<file path="config.mk">
export PLATFORM = sky130hd
export DESIGN_NAME = green_tracker_ctrl_flat
export DESIGN_NICKNAME = d
export VERILOG_FILES = /design/src/rtl/green_tracker_ctrl_if.sv /design/src/rtl/green_tracker_ctrl.sv /design/src/flat_wrapper.sv
export SDC_FILE = /design/constraint.sdc
export NUM_CORES = 1
export LEC_CHECK = 0
export BUFFER_PORTS_ARGS = -buffer_cell sky130_fd_sc_hd__buf_2
export CAP_MARGIN = 20
export CORE_MARGIN = 5
export CORE_UTILIZATION = 40
export CTS_BUF_LIST = sky130_fd_sc_hd__clkbuf_2 sky130_fd_sc_hd__clkbuf_4 sky130_fd_sc_hd__clkbuf_8
export DETAILED_ROUTE_END_ITERATION = 6
export PLACE_DENSITY = 0.64
export SLEW_MARGIN = 10
export SYNTH_ARGS = -nofsm -noshare
export SYNTH_HDL_FRONTEND = slang
export SYNTH_SLANG_ARGS = --single-unit
</file>
<file path="constraint.sdc">
create_clock -name PCLK -period 2.71 [get_ports PCLK]
set_clock_uncertainty 0.2 [all_clocks]
set_input_delay 0.4065 -clock PCLK [delete_from_list [all_inputs] [get_ports PCLK]]
set_output_delay 0.4065 -clock PCLK [all_outputs]
set_load 0.005 [all_outputs]
</file>
<file path="src/rtl/green_tracker_ctrl_if.sv">
// rtl/green_tracker_ctrl_if.sv - control, pixel and result signals of the green tracker
interface green_tracker_ctrl_if;
    logic        start;
    logic        cont;
    logic        vsync;
    logic        pix_valid;
    logic        eh_verde;
    logic [9:0]  x;
    logic [9:0]  y;
    logic        result_ready;
    logic        det_en;
    logic        busy;
    logic        result_valid;
    logic        found;
    logic [18:0] count;
    logic [9:0]  x_min;
    logic [9:0]  x_max;
    logic [9:0]  y_min;
    logic [9:0]  y_max;

    modport master (
        output start, cont, vsync, pix_valid, eh_verde, x, y, result_ready,
        input  det_en, busy, result_valid, found, count, x_min, x_max, y_min, y_max
    );

    modport slave (
        input  start, cont, vsync, pix_valid, eh_verde, x, y, result_ready,
        output det_en, busy, result_valid, found, count, x_min, x_max, y_min, y_max
    );
endinterface

</file>
<file path="src/rtl/green_tracker_ctrl.sv">
// rtl/green_tracker_ctrl.sv - per-frame green pixel count and bounding box with result handshake
module green_tracker_ctrl #(
    parameter logic [18:0] MIN_PIXELS = 19'd64,
    parameter logic [9:0]  X_LIMIT    = 10'd640,
    parameter logic [9:0]  Y_LIMIT    = 10'd480
) (
    input  logic                  PCLK,
    input  logic                  reset,
    green_tracker_ctrl_if.slave   bus
);
    typedef enum logic [1:0] {
        S_IDLE    = 2'd0,
        S_WAIT_VS = 2'd1,
        S_ACCUM   = 2'd2,
        S_HOLD    = 2'd3
    } state_t;

    state_t      state_q, state_d;
    logic [18:0] cnt_q, cnt_d;
    logic [9:0]  bx_min_q, bx_min_d, bx_max_q, bx_max_d;
    logic [9:0]  by_min_q, by_min_d, by_max_q, by_max_d;
    logic        rv_q, rv_d;
    logic        found_q, found_d;
    logic [18:0] count_q, count_d;
    logic [9:0]  x_min_q, x_min_d, x_max_q, x_max_d;
    logic [9:0]  y_min_q, y_min_d, y_max_q, y_max_d;
    logic        qualify;

    // The closing vsync cycle never contributes a pixel.
    assign qualify = bus.pix_valid && bus.eh_verde && !bus.vsync
                  && (bus.x < X_LIMIT) && (bus.y < Y_LIMIT);

    always_ff @(posedge PCLK) begin
        if (reset) begin
            state_q  <= S_IDLE;
            cnt_q    <= '0;
            bx_min_q <= 10'h3FF;
            bx_max_q <= '0;
            by_min_q <= 10'h3FF;
            by_max_q <= '0;
            rv_q     <= 1'b0;
            found_q  <= 1'b0;
            count_q  <= '0;
            x_min_q  <= '0;
            x_max_q  <= '0;
            y_min_q  <= '0;
            y_max_q  <= '0;
        end else begin
            state_q  <= state_d;
            cnt_q    <= cnt_d;
            bx_min_q <= bx_min_d;
            bx_max_q <= bx_max_d;
            by_min_q <= by_min_d;
            by_max_q <= by_max_d;
            rv_q     <= rv_d;
            found_q  <= found_d;
            count_q  <= count_d;
            x_min_q  <= x_min_d;
            x_max_q  <= x_max_d;
            y_min_q  <= y_min_d;
            y_max_q  <= y_max_d;
        end
    end

    always_comb begin
        state_d  = state_q;
        cnt_d    = cnt_q;
        bx_min_d = bx_min_q;
        bx_max_d = bx_max_q;
        by_min_d = by_min_q;
        by_max_d = by_max_q;
        rv_d     = rv_q;
        found_d  = found_q;
        count_d  = count_q;
        x_min_d  = x_min_q;
        x_max_d  = x_max_q;
        y_min_d  = y_min_q;
        y_max_d  = y_max_q;
        case (state_q)
            S_IDLE: begin
                if (bus.start) state_d = S_WAIT_VS;
            end
            S_WAIT_VS: begin
                if (bus.vsync) begin
                    state_d  = S_ACCUM;
                    cnt_d    = '0;
                    bx_min_d = 10'h3FF;
                    bx_max_d = '0;
                    by_min_d = 10'h3FF;
                    by_max_d = '0;
                end
            end
            S_ACCUM: begin
                if (bus.vsync) begin
                    state_d = S_HOLD;
                    rv_d    = 1'b1;
                    count_d = cnt_q;
                    found_d = (cnt_q >= MIN_PIXELS);
                    // An empty frame reports a zero box rather than the clear sentinels.
                    x_min_d = (cnt_q != '0) ? bx_min_q : '0;
                    x_max_d = (cnt_q != '0) ? bx_max_q : '0;
                    y_min_d = (cnt_q != '0) ? by_min_q : '0;
                    y_max_d = (cnt_q != '0) ? by_max_q : '0;
                end else if (qualify) begin
                    cnt_d = (cnt_q == 19'h7FFFF) ? cnt_q : cnt_q + 19'd1;
                    if (bus.x < bx_min_q) bx_min_d = bus.x;
                    if (bus.x > bx_max_q) bx_max_d = bus.x;
                    if (bus.y < by_min_q) by_min_d = bus.y;
                    if (bus.y > by_max_q) by_max_d = bus.y;
                end
            end
            S_HOLD: begin
                if (bus.result_ready) begin
                    rv_d    = 1'b0;
                    state_d = bus.cont ? S_WAIT_VS : S_IDLE;
                end
            end
            default: state_d = S_IDLE;
        endcase
    end

    assign bus.det_en       = (state_q == S_ACCUM);
    assign bus.busy         = (state_q != S_IDLE);
    assign bus.result_valid = rv_q;
    assign bus.found        = found_q;
    assign bus.count        = count_q;
    assign bus.x_min        = x_min_q;
    assign bus.x_max        = x_max_q;
    assign bus.y_min        = y_min_q;
    assign bus.y_max        = y_max_q;
endmodule

</file>
<file path="src/flat_wrapper.sv">
// flat-port wrapper written by rule: the top's interface ports become plain ports
module green_tracker_ctrl_flat 
#(
    parameter logic [18:0] MIN_PIXELS = 19'd64,
    parameter logic [9:0]  X_LIMIT    = 10'd640,
    parameter logic [9:0]  Y_LIMIT    = 10'd480
)
  (PCLK, reset, bus_start, bus_cont, bus_vsync, bus_pix_valid, bus_eh_verde, bus_x, bus_y, bus_result_ready, bus_det_en, bus_busy, bus_result_valid, bus_found, bus_count, bus_x_min, bus_x_max, bus_y_min, bus_y_max);
  green_tracker_ctrl_if bus_i ();
  input  logic PCLK;
  input  logic reset;
  input wire logic [$bits(bus_i.start)-1:0] bus_start;
  input wire logic [$bits(bus_i.cont)-1:0] bus_cont;
  input wire logic [$bits(bus_i.vsync)-1:0] bus_vsync;
  input wire logic [$bits(bus_i.pix_valid)-1:0] bus_pix_valid;
  input wire logic [$bits(bus_i.eh_verde)-1:0] bus_eh_verde;
  input wire logic [$bits(bus_i.x)-1:0] bus_x;
  input wire logic [$bits(bus_i.y)-1:0] bus_y;
  input wire logic [$bits(bus_i.result_ready)-1:0] bus_result_ready;
  output wire logic [$bits(bus_i.det_en)-1:0] bus_det_en;
  output wire logic [$bits(bus_i.busy)-1:0] bus_busy;
  output wire logic [$bits(bus_i.result_valid)-1:0] bus_result_valid;
  output wire logic [$bits(bus_i.found)-1:0] bus_found;
  output wire logic [$bits(bus_i.count)-1:0] bus_count;
  output wire logic [$bits(bus_i.x_min)-1:0] bus_x_min;
  output wire logic [$bits(bus_i.x_max)-1:0] bus_x_max;
  output wire logic [$bits(bus_i.y_min)-1:0] bus_y_min;
  output wire logic [$bits(bus_i.y_max)-1:0] bus_y_max;
  assign bus_i.start = bus_start;
  assign bus_i.cont = bus_cont;
  assign bus_i.vsync = bus_vsync;
  assign bus_i.pix_valid = bus_pix_valid;
  assign bus_i.eh_verde = bus_eh_verde;
  assign bus_i.x = bus_x;
  assign bus_i.y = bus_y;
  assign bus_i.result_ready = bus_result_ready;
  assign bus_det_en = bus_i.det_en;
  assign bus_busy = bus_i.busy;
  assign bus_result_valid = bus_i.result_valid;
  assign bus_found = bus_i.found;
  assign bus_count = bus_i.count;
  assign bus_x_min = bus_i.x_min;
  assign bus_x_max = bus_i.x_max;
  assign bus_y_min = bus_i.y_min;
  assign bus_y_max = bus_i.y_max;
  green_tracker_ctrl #(.MIN_PIXELS(MIN_PIXELS), .X_LIMIT(X_LIMIT), .Y_LIMIT(Y_LIMIT)) u_core (.PCLK(PCLK), .reset(reset), .bus(bus_i));
endmodule
</file>
# Yosys cells after proc, flatten, opt, wreduce, memory -nomap -nowiden
# Index checks and enable logic that the tools add are counted.
# word_totals
mem_bits_ro,0
ramBits,0
n_memories,0
out_inout_bits,63
wordCells,90
in_bits,28
regBits,122
latchBits,0
# op_classes
n_shift,0
multipliers,0
n_mux,36
n_lt_le_gt_ge,7
n_bitwise,0
n_addsub,1
reduce_logical,18
n_div,0
n_eq_ne,15
# ops
op,n
10-bit two-way mux,18
10-bit one-hot mux with 2 select lines,4
19-bit two-way mux,4
19-bit one-hot mux with 2 select lines,1
5-bit AND reduction,5
10-bit > comparator,2
10-bit less-than comparator,2
"19-bit by 1-bit adder with 19-bit output, second input constant",1
"19-bit == test, second input constant",1
"19-bit by 7-bit >= comparator with 1-bit output, second input constant",1
19-bit nonzero test,1
"2-bit != test, second input constant",6
"10-bit less-than comparator, second input constant",1
"10-bit by 9-bit less-than comparator with 1-bit output, second input constant",1
"2-bit by 1-bit != test with 1-bit output, second input constant",5
2-bit two-way mux,4
2-bit one-hot mux with 4 select lines,1
2-bit nonzero test,3
"2-bit == test, second input constant",2
1-bit logical AND,4
4-bit AND reduction,1
1-bit two-way mux,3
3-bit AND reduction,1
"2-bit by 1-bit == test with 1-bit output, second input constant",1
4 further kinds,4

# Logic depth before layout (Yosys ltp)
# Gate-level depths: netlist of run 1.
# logic_depth
ltp_word,7
mapped_depth,10
mapped_depth_nobuf,7

# Worst setup path after synthesis of run 1
# Ideal clock, no wire load.
# synth_path
path_kind,in2reg
start,input port bus_x[4]
end,register u_core.bx_max_q[1]
setup_time_ns,0.072
required_time_ns,2.438
cell_stages,6
path_buffers,0
arrival_time_ns,1.996
path_slack_ns,0.442
path_cell_list,ha_1 > and3_1 > o21ai_0 > a31oi_1 > o41ai_4 > mux2i_1
# synth_between
elab_chain_len,5
elab_cells_between_ends,7
classes_between,2 x order compare; 2 x eq/ne; 3 x reduce/logical
# synth_lines
item,line_no,source
start: declaration,flat_wrapper.sv:17,input wire logic [$bits(bus_i.x)-1:0] bus_x;
10-bit less-than comparator,green_tracker_ctrl.sv:31,&& (bus.x < X_LIMIT) && (bus.y < Y_LIMIT);
1-bit logical AND (2 in a row),green_tracker_ctrl.sv:31,
2-bit by 1-bit != test with 1-bit output (no source line),n/a,
5-bit AND reduction (no source line) (*),n/a,
end signal: assignment,green_tracker_ctrl.sv:52,bx_max_q <= bx_max_d;
end: declaration,green_tracker_ctrl.sv:20,"logic [9:0] bx_min_q, bx_min_d, bx_max_q, bx_max_d;"
# Every way passes the cells marked *; elsewhere a longest branch is shown, timed or not.
# A chain may end at the register's enable or synchronous reset.

# Worst setup path in the final report of run 1
# layout_path
start,register u_core.state_q[1]
end,register u_core.bx_max_q[3]
# layout_between
elab_chain_len,3
elab_cells_between_ends,9
classes_between,6 x eq/ne; 1 x mux; 2 x reduce/logical
# layout_lines
item,line_no,source
start: declaration,green_tracker_ctrl.sv:18,"state_t state_q, state_d;"
start signal: assignment,green_tracker_ctrl.sv:49,state_q <= state_d;
2-bit == test or 2-bit by 1-bit == test with 1-bit output (tied branches),green_tracker_ctrl.sv:79,case (state_q)
"2-bit by 1-bit != test with 1-bit output (no source line), or another cell as far along",n/a,
5-bit AND reduction (no source line),n/a,
# Parallel ways exist; a longest one is shown, timed or not.

==> summary.md, run 1 <==
| Metric | Value |
|---|---|
| Inserted Clock Buffers | 17 |
| Via/cell ratio | 5.32 |
| Clock slew at reported path FFs | 0.07 ns |
| Layout Nets | 849 |
| Residual DRC | 0 |
| CP arrival | 2.64 ns |
| P per Cell Area | 606 nW/µm² |
| Row count | 44 |
| Seq cells post-synth | 122 |
| Non-Filler Instances | 973 |
| Ys async rst share | 0% |
| Worst-Skew Late Latency | 0.44 ns |
| Worst min-delay path category | input port to register |
| Worst slack, placed | 0.189 ns |
| # Post-CTS Setup Buffers | 0 |
| Vias in the first global route | 5155 |
| Setup violators final | 0 |
| Die Ht | 132 µm |
| Total number of vias | 5174 |
| Layout cells sized above 1 | 20.7% |
| Synthesized Nets | 759 |
| Number of synthesis warnings | 0 |
| H-Tree Depth | 4 |
| RD Place Congestion | 0.812 |
| WL/cell | 16.0 µm |
| Max capacitance violation total | 0 |
| Worst hold slack | 0.0471 ns |
| First-pass GRT wire length | 25400 µm |
| Drt first-iter violations | 239 |
| CTS sink count | 122 |
| Diodes inserted | 0 |
| Resized Gates After CTS | 0 |
| Clock tree buffer depth | 2 |
| Placement Cell Area | 6650 µm² |
| Die X | 132 µm |
| Fin. Hold Viols | 0 |
| Fmax | 397 MHz |
| Worst-margin pin slew | 0.674 ns |
| Pin count of the biggest net entering global routing | 60 |
| Cells on worst reg2reg path | 9 |
| Hold_buf cts | 0 |
| Worst r2r src | u_core.state_q[1] |
| CP Capture Type | register |
| Port Buffers | 90 |
| Placed insts | 940 |
| Critical Path Fanout Max | 8 |
| Seq/Total Area, Yosys | 40.9% |
| CTS tree | done |
| Critical path launch point type | register |
| RSZ-0062 raised after global routing | false |
| Final WS setup | 0.194 ns |
| Final Instance Area | 7110 µm² |
| Overall routing resource usage | 17.7% |
| R2R setup slack | 0.19 ns |
| Area Overhead vs Synth | 19.1% |
| Worst path required time | 2.84 ns |
| Initial Util | 40.9% |
| Setup TNS | 0 ns |
| WS Path Type | register to register |
| Lkg Pwr | 3.21 nW |
| Cells after Synth | 686 |
| Slew margin rel. | 54.7% |
| Core Util, Final | 48.8% |
| Final min period | 2.52 ns |
| Final Power | 4.31 mW |
| Core Box Area | 14600 µm² |
| Post-synth EDFFs | 0 |
| IR drop worst, VDD | 317 µV |
| Worst Hold Endpoint | u_core.by_max_q[3] |
| Yosys cell types | 54 |
| Reg2reg end | u_core.bx_max_q[3] |
| Final WL | 15500 µm |
| Period Utilization, post-route | 92.8% |
| Mean area per synthesized cell | 8.70 µm² |
| GRT Residual Overflow | 0 |
| Pre-antenna DRT Iters | 5 |
| Root Buffer | clkbuf_8 |
| Slew Viols, Final | 0 |
| Die area | 17500 µm² |
| Final antenna-violating net count | 0 |
| Main synth FF type | dfxtp_1 |
| HP Start | bus_y[3] |
| Detailed placement HPWL | 11200 µm |
| I/O Pins | 91 |
| Cell area after synthesis | 5970 µm² |
| Initial antenna violation count | 0 |
| Hold path depth | 3 |
| Status | complete, no violations |
-- kinds of logic (layout without fill, tap and decap cells) --
logic type                 after synthesis  in the layout  synth area share (%)
and+or+nand+nor                        252            252                  19.7
muxes                                   42             42                  7.04
adders and majority gates               45             45                  9.43
DFF                                    122            122                  40.9
buffers and inverters                   90            193                  6.22
AOI/OAI and AO/OA                      132            132                  16.2
xor gates and xnor gates                 3              3                 0.440
-- sequential cells by signal, indices dropped and copies added (netlist names), 2 cells and up --
name	cells
u_core.bx_min_q	10
u_core.by_min_q	10
u_core.bus.y_min	10
u_core.bus.x_min	10
u_core.bus.count	19
u_core.bx_max_q	10
u_core.bus.y_max	10
u_core.bus.x_max	10
u_core.by_max_q	10
u_core.state_q	2
u_core.cnt_q	19
-- Yosys cell counts, types with 4 or more instances --
cell type,count,area (µm²)
nand2b_1,5,31.3
or3_1,7,43.8
and4_1,6,52.6
a211oi_1,5,37.5
nor2_1,77,289
and2_1,4,25.0
ha_1,45,563
a31oi_1,6,37.5
nand3_1,8,40.0
nor2b_1,5,31.3
nor3_1,21,105
mux2i_1,42,420
nand4_1,6,37.5
and3_1,6,37.5
a21o_1,7,52.6
clkbuf_1,32,120
nand2_1,93,349
a21oi_1,34,170
dfxtp_1,122,2440
buf_4,4,30.0
a22oi_1,41,308
inv_1,48,180
nor4_1,4,25.0
o21ai_0,12,60.1
-- power by group --
part           leakage [nW]  switching, mW  total [mW]  internal, mW
clock network         0.224          0.711        1.76          1.04
logic                  2.01          0.452       0.692         0.240
registers             0.984         0.0349        1.87          1.83
-- routing by layer --
metal / vias up / track usage [%] / wire, µm
met2: 124 / 28.7 / 7370
met4: 0 / 6.17 / 145
met1: 2466 / 22.5 / 7060
li1: 2572 / - / -
met3: 12 / 5.15 / 944
met5: - / 0 / 0
-- layout by cell type, fill, tap and decap left out, types with 7 or more instances in the layout --
master	count
a21oi_1	34
ha_1	45
nand3_1	8
dfxtp_1	122
nor3_1	21
or3_1	7
a21o_1	7
buf_2	89
o21ai_0	12
mux2i_1	42
clkbuf_8	21
buf_4	22
nor2_1	77
inv_1	48
a22oi_1	41
nand2_1	92
-- final cells by class --
cell class              instances  area [µm²]
inverters                      49         184
clock buffers                  25         319
multi-input cells             474        3190
flip-flops and latches        122        2440
well taps                     184         230
fillers                      1405        7480
clock inverters                 7         113
repair buffers                112         638
-- worst max path at each step --
stage,end,depth (start not counted),from,slack (ns)
3_5_place_dp,u_core.bus.y_max[4],7,u_core.state_q[0],0.19
3_3_place_gp,u_core.cnt_q[11],9,u_core.state_q[1],0.29
2_1_floorplan,u_core.bx_max_q[1],6,bus_x[4],0.44
4_1_cts,u_core.bus.y_max[4],7,u_core.state_q[0],0.17
6_report,u_core.bx_max_q[3],9,u_core.state_q[1],0.19
5_1_grt,u_core.cnt_q[11],9,u_core.state_q[1],0.1
-- critical path, cell delays in order (launching register included) --
cell and delay, ns:
dfxtp_1 0.41, inv_1 0.11, ha_1 0.24, and4bb_1 0.30, nand4_2 0.14, buf_4 0.22
a31oi_1 0.30, o41ai_4 0.14, buf_4 0.20, mux2i_1 0.13
No activity file was read; power rests on OpenSTA's default activity.
==> run 2, diff against run 1 <==
PLACE_DENSITY = 0.72   (was 0.64)
==> run 2 against run 1 <==
Net effect: first-iteration DRC count is 9.2% higher; setup slack gained 0.030 ns; flip-flop and latch count did not move; total power up 2.8%; register-to-register slack improved by 0.03 ns; critical path depth did not move; wire length is 4.4% lower; critical path type unchanged.
==> summary.md, run 2 (synthesis gave the netlist of run 1 again) <==
| Metric | Value |
|---|---|
| GRT Residual Overflow | 0 |
| Final antenna-violating net count | 0 |
| Row count | 44 |
| Die Ht | 132 µm |
| Final min period | 2.49 ns |
| Core Util, Final | 49.1% |
| Final WL | 14800 µm |
| Die area | 17500 µm² |
| Inserted Clock Buffers | 17 |
| WS Path Type | register to register |
| IR drop worst, VDD | 379 µV |
| Overall routing resource usage | 17.3% |
| GRT busiest layer | met2 |
| Reg2reg end | u_core.bx_max_q[7] |
| Initial Util | 40.9% |
| First-pass GRT wire length | 24900 µm |
| Port Buffers | 90 |
| Slew Viols, Final | 0 |
| Resized Gates After CTS | 0 |
| CTS tree | done |
| Worst min-delay path category | input port to register |
| Initial antenna violation count | 0 |
| Root Buffer | clkbuf_8 |
| Lkg Pwr | 3.22 nW |
| Non-Filler Instances | 975 |
| Cells on worst reg2reg path | 9 |
| Diodes inserted | 0 |
| Worst r2r src | u_core.state_q[1] |
| CP Capture Type | register |
| Placement Cell Area | 6670 µm² |
| Global routing usage on met1 | 23.0% |
| CTS sink count | 122 |
| Via/cell ratio | 5.26 |
| Worst-Skew Late Latency | 0.44 ns |
| Die X | 132 µm |
| CP arrival | 2.62 ns |
| RSZ-0062 raised after global routing | false |
| Period Utilization, post-route | 91.7% |
| Worst path required time | 2.85 ns |
| Area Overhead vs Synth | 20.0% |
| Most frequent cells in the layout | dfxtp_1, nand2_1, buf_2 |
| Footprint of the multi-input gates | 3190 µm² |
| Residual DRC | 0 |
| Max capacitance violation total | 0 |
| Layout cells sized above 1 | 20.9% |
| R2R setup slack | 0.22 ns |
| Hold path depth | 3 |
| Final Instance Area | 7160 µm² |
| Core Box Area | 14600 µm² |
| Fin. Hold Viols | 0 |
| Clock tree buffer depth | 2 |
| Most common cell after layout, fill and taps aside | dfxtp_1 |
| RD Place Congestion | 0.817 |
| WL/cell | 15.2 µm |
| Pre-antenna DRT Iters | 5 |
| Met2 Track Usage GR | 27.0% |
| Status | complete, no violations |
| Hold_buf cts | 0 |
| Storage cell area | 2440 µm² |
| HP Start | bus_y[0] |
| Filler instances | 1372 |
| # Post-CTS Setup Buffers | 0 |
| Clock slew at reported path FFs | 0.08 ns |
| Met3 Usage GRT | 4.92% |
| Total number of vias | 5124 |
| Fmax | 402 MHz |
| I/O Pins | 91 |
| Setup TNS | 0 ns |
| Setup violators final | 0 |
| P per Cell Area | 619 nW/µm² |
| Worst-margin pin slew | 0.661 ns |
| Pin count of the biggest net entering global routing | 60 |
| Slew margin rel. | 56.0% |
| H-Tree Depth | 4 |
| Placed insts | 942 |
| Vias in the first global route | 4840 |
| Worst Hold Endpoint | u_core.by_max_q[0] |
| Critical path launch point type | register |
| Detailed placement HPWL | 10500 µm |
| Critical Path Fanout Max | 11 |
| Drt first-iter violations | 261 |
| Layout Nets | 851 |
run 2: area by class of cell:
cell class / count / area share, %
clock inverters: 14 / 3.07
multi-input cells: 474 / 44.5
well taps: 184 / 3.21
clock buffers: 18 / 3.46
flip-flops and latches: 122 / 34.1
repair buffers: 114 / 9.12
inverters: 49 / 2.57
run 2: how the worst max path moves through the flow:
stage                      startpoint                  end  cells after the start
floorplan                    bus_x[4]   u_core.bx_max_q[1]                      6
global placement             bus_x[4]   u_core.bx_max_q[8]                      8
detailed placement  u_core.state_q[0]  u_core.bus.y_max[4]                      7
CTS                 u_core.state_q[0]  u_core.bus.y_max[4]                      7
global route        u_core.state_q[1]   u_core.bx_max_q[9]                      8
finish              u_core.state_q[1]   u_core.bx_max_q[7]                      9
run 2: stage by stage:
step	power, mW	setup WS, ns	hold slack [ns]
CTS	4.48	0.177	0.0116
global route	4.66	0.0572	0.0141
floorplan	2.34	0.442	0.251
detailed placement	2.59	0.204	0.246
finish	4.44	0.224	0.0430
global placement	2.58	0.283	0.241
run 2: layer usage:
layer | part of all wire [%] | routed length, µm | vias to the layer above
met4 | 1.6 | 237 | 0
met1 | 48 | 7050 | 2413
met5 | 0 | 0 | -
li1 | - | - | 2585
met2 | 46 | 6830 | 106
met3 | 4.9 | 721 | 20
run 2: critical path, stage by stage (launching register included):
cell	delay (ns)
dfxtp_1	0.41
inv_1	0.10
ha_1	0.25
and4bb_1	0.29
nand4_2	0.09
buf_4	0.22
a31oi_1	0.32
o41ai_4	0.18
buf_4	0.20
mux2i_1	0.12
run 2: report_power, final:
group	total (mW)	internal, mW	leakage (nW)	switching, mW
Combinational	0.688	0.238	2.02	0.450
Clock	1.89	1.12	0.221	0.763
Sequential	1.86	1.83	0.984	0.0331
==> run 3, diff against run 2 <==
RECOVER_POWER = 25   (was not set)
==> run 3 against run 2 <==
Net effect: setup slack worse by 0.0024 ns; wire length up 0.68%; critical path depth unchanged; non-clock buffer count unchanged; die area unchanged; register-to-register slack about the same; sequential share of layout area up 0.16 points; clock power about the same; flip-flop and latch count unchanged; first-iteration DRC count up 6.5%; hold slack about the same; sequential power about the same; critical endpoint is now u_core.cnt_q[11]; largest power group unchanged; highest routed layer unchanged.
==> summary.md, run 3 (synthesis gave the netlist of run 1 again) <==
| Metric | Value |
|---|---|
| Final Instance Area | 7130 µm² |
| Slew Viols, Final | 0 |
| Crit path largest cell delay | 0.40 ns |
| Worst r2r src | u_core.state_q[1] |
| Initial Util | 40.9% |
| RD Place Congestion | 0.817 |
| Most frequent cells in the layout | dfxtp_1, nand2_1, nor2_1 |
| Reg2reg end | u_core.cnt_q[11] |
| Die X | 132 µm |
| Worst Hold Endpoint | u_core.by_max_q[0] |
| HP Start | bus_y[0] |
| Clock tree buffer depth | 2 |
| Initial antenna violation count | 0 |
| Root Buffer | clkbuf_8 |
| Slowest cell on crit path | dfxtp_1 |
| Non-Filler Instances | 975 |
| IR drop worst, VDD | 379 µV |
| H-Tree Depth | 4 |
| Worst-Skew Late Latency | 0.44 ns |
| Layout cells sized above 1 | 17.6% |
| Critical Path Fanout Max | 11 |
| Placed insts | 942 |
| Worst Setup SP | u_core.state_q[1] |
| Worst min-delay path category | input port to register |
| Fin. Hold Viols | 0 |
| Layout Nets | 851 |
| Diodes inserted | 0 |
| First-pass GRT wire length | 24900 µm |
| Row count | 44 |
| Final min period | 2.49 ns |
| CTS sink count | 122 |
| Pre-antenna DRT Iters | 5 |
| Drt first-iter violations | 278 |
| RSZ-0062 raised after global routing | false |
| Die area | 17500 µm² |
| Setup TNS | 0 ns |
| Hold_buf cts | 0 |
| Area Overhead vs Synth | 19.4% |
| Die Ht | 132 µm |
| Via/cell ratio | 5.25 |
| Worst-margin pin slew | 0.676 ns |
| Critical path launch point type | register |
| R2R setup slack | 0.22 ns |
| Residual DRC | 0 |
| CP Capture Type | register |
| Cells on worst reg2reg path | 9 |
| # Post-CTS Setup Buffers | 0 |
| Worst path required time | 2.84 ns |
| Pin count of the biggest net entering global routing | 60 |
| WL/cell | 15.3 µm |
| CTS tree | done |
| WS Path Type | register to register |
| Inserted Clock Buffers | 17 |
| Total number of vias | 5119 |
| Most common cell after layout, fill and taps aside | dfxtp_1 |
| Resized Gates After CTS | 0 |
| CP arrival | 2.62 ns |
| Hold path depth | 3 |
| Lkg Pwr | 3.11 nW |
| Slew margin rel. | 54.9% |
| Status | complete, no violations |
| Period Utilization, post-route | 91.8% |
| Final WL | 14900 µm |
| Final antenna-violating net count | 0 |
| Final Power | 4.44 mW |
| Max capacitance violation total | 0 |
| Fmax | 402 MHz |
| Overall routing resource usage | 17.3% |
| Detailed placement HPWL | 10500 µm |
| Setup violators final | 0 |
| Core Box Area | 14600 µm² |
| Placement Cell Area | 6670 µm² |
| P per Cell Area | 622 nW/µm² |
| Port Buffers | 90 |
| Vias in the first global route | 4840 |
| Critical Path Most Common Cell | buf_4 |
| I/O Pins | 91 |
| CP cell instances | inv_1 -> ha_1 -> and4bb_1 -> nand4_2 -> buf_4 -> a221oi_2 -> buf_4 -> a31oi_1 -> a41o_1 |
| GRT Residual Overflow | 0 |
| Clock slew at reported path FFs | 0.07 ns |
## run 3: metrics by stage
stage	setup slack (ns)	hold slack [ns]	utilization, %
finish	0.222	0.0430	48.9
global route	0.0572	0.0141	48.9
CTS	0.177	0.0116	48.9
detailed placement	0.204	0.246	45.7
global placement	0.283	0.241	45.7
floorplan	0.442	0.251	-
## run 3: layer usage
layer / global-route usage, % / vias up / part of all wire, %
li1: - / 2582 / -
met1: 23.0 / 2393 / 47
met2: 27.0 / 124 / 45
met3: 4.92 / 20 / 5.7
met4: 5.77 / 0 / 1.6
met5: 0 / - / 0
## run 3: report_power, final
| part | internal (mW) | leakage, nW | switching, mW |
|---|---|---|---|
| Combinational | 0.236 | 1.90 | 0.452 |
| Sequential | 1.83 | 0.984 | 0.0333 |
| Clock | 1.12 | 0.221 | 0.764 |
## run 3: how the worst max path moves through the flow
stage,to,slack [ns]
floorplan,u_core.bx_max_q[1],0.44
global placement,u_core.bx_max_q[8],0.28
detailed placement,u_core.bus.y_max[4],0.20
CTS,u_core.bus.y_max[4],0.18
global route,u_core.bx_max_q[9],0.06
finish,u_core.cnt_q[11],0.22
## run 3: area by class of cell
cell class | count | area (µm²)
Fill cell | 1387 | 7460
Sequential cell | 122 | 2440
Multi-Input combinational cell | 474 | 3190
Tap cell | 184 | 230
Timing Repair Buffer | 114 | 621
Inverter | 49 | 184
Clock inverter | 14 | 220
Clock buffer | 18 | 248
## run 3: critical path, delay by kind of cell (launching register included)
kind | cells | cell delay [ns]
AOI/OAI and AO/OA | 3 | 0.63
adders and majority gates | 1 | 0.25
buffers and inverters | 3 | 0.52
DFF | 1 | 0.40
and+or+nand+nor | 2 | 0.38
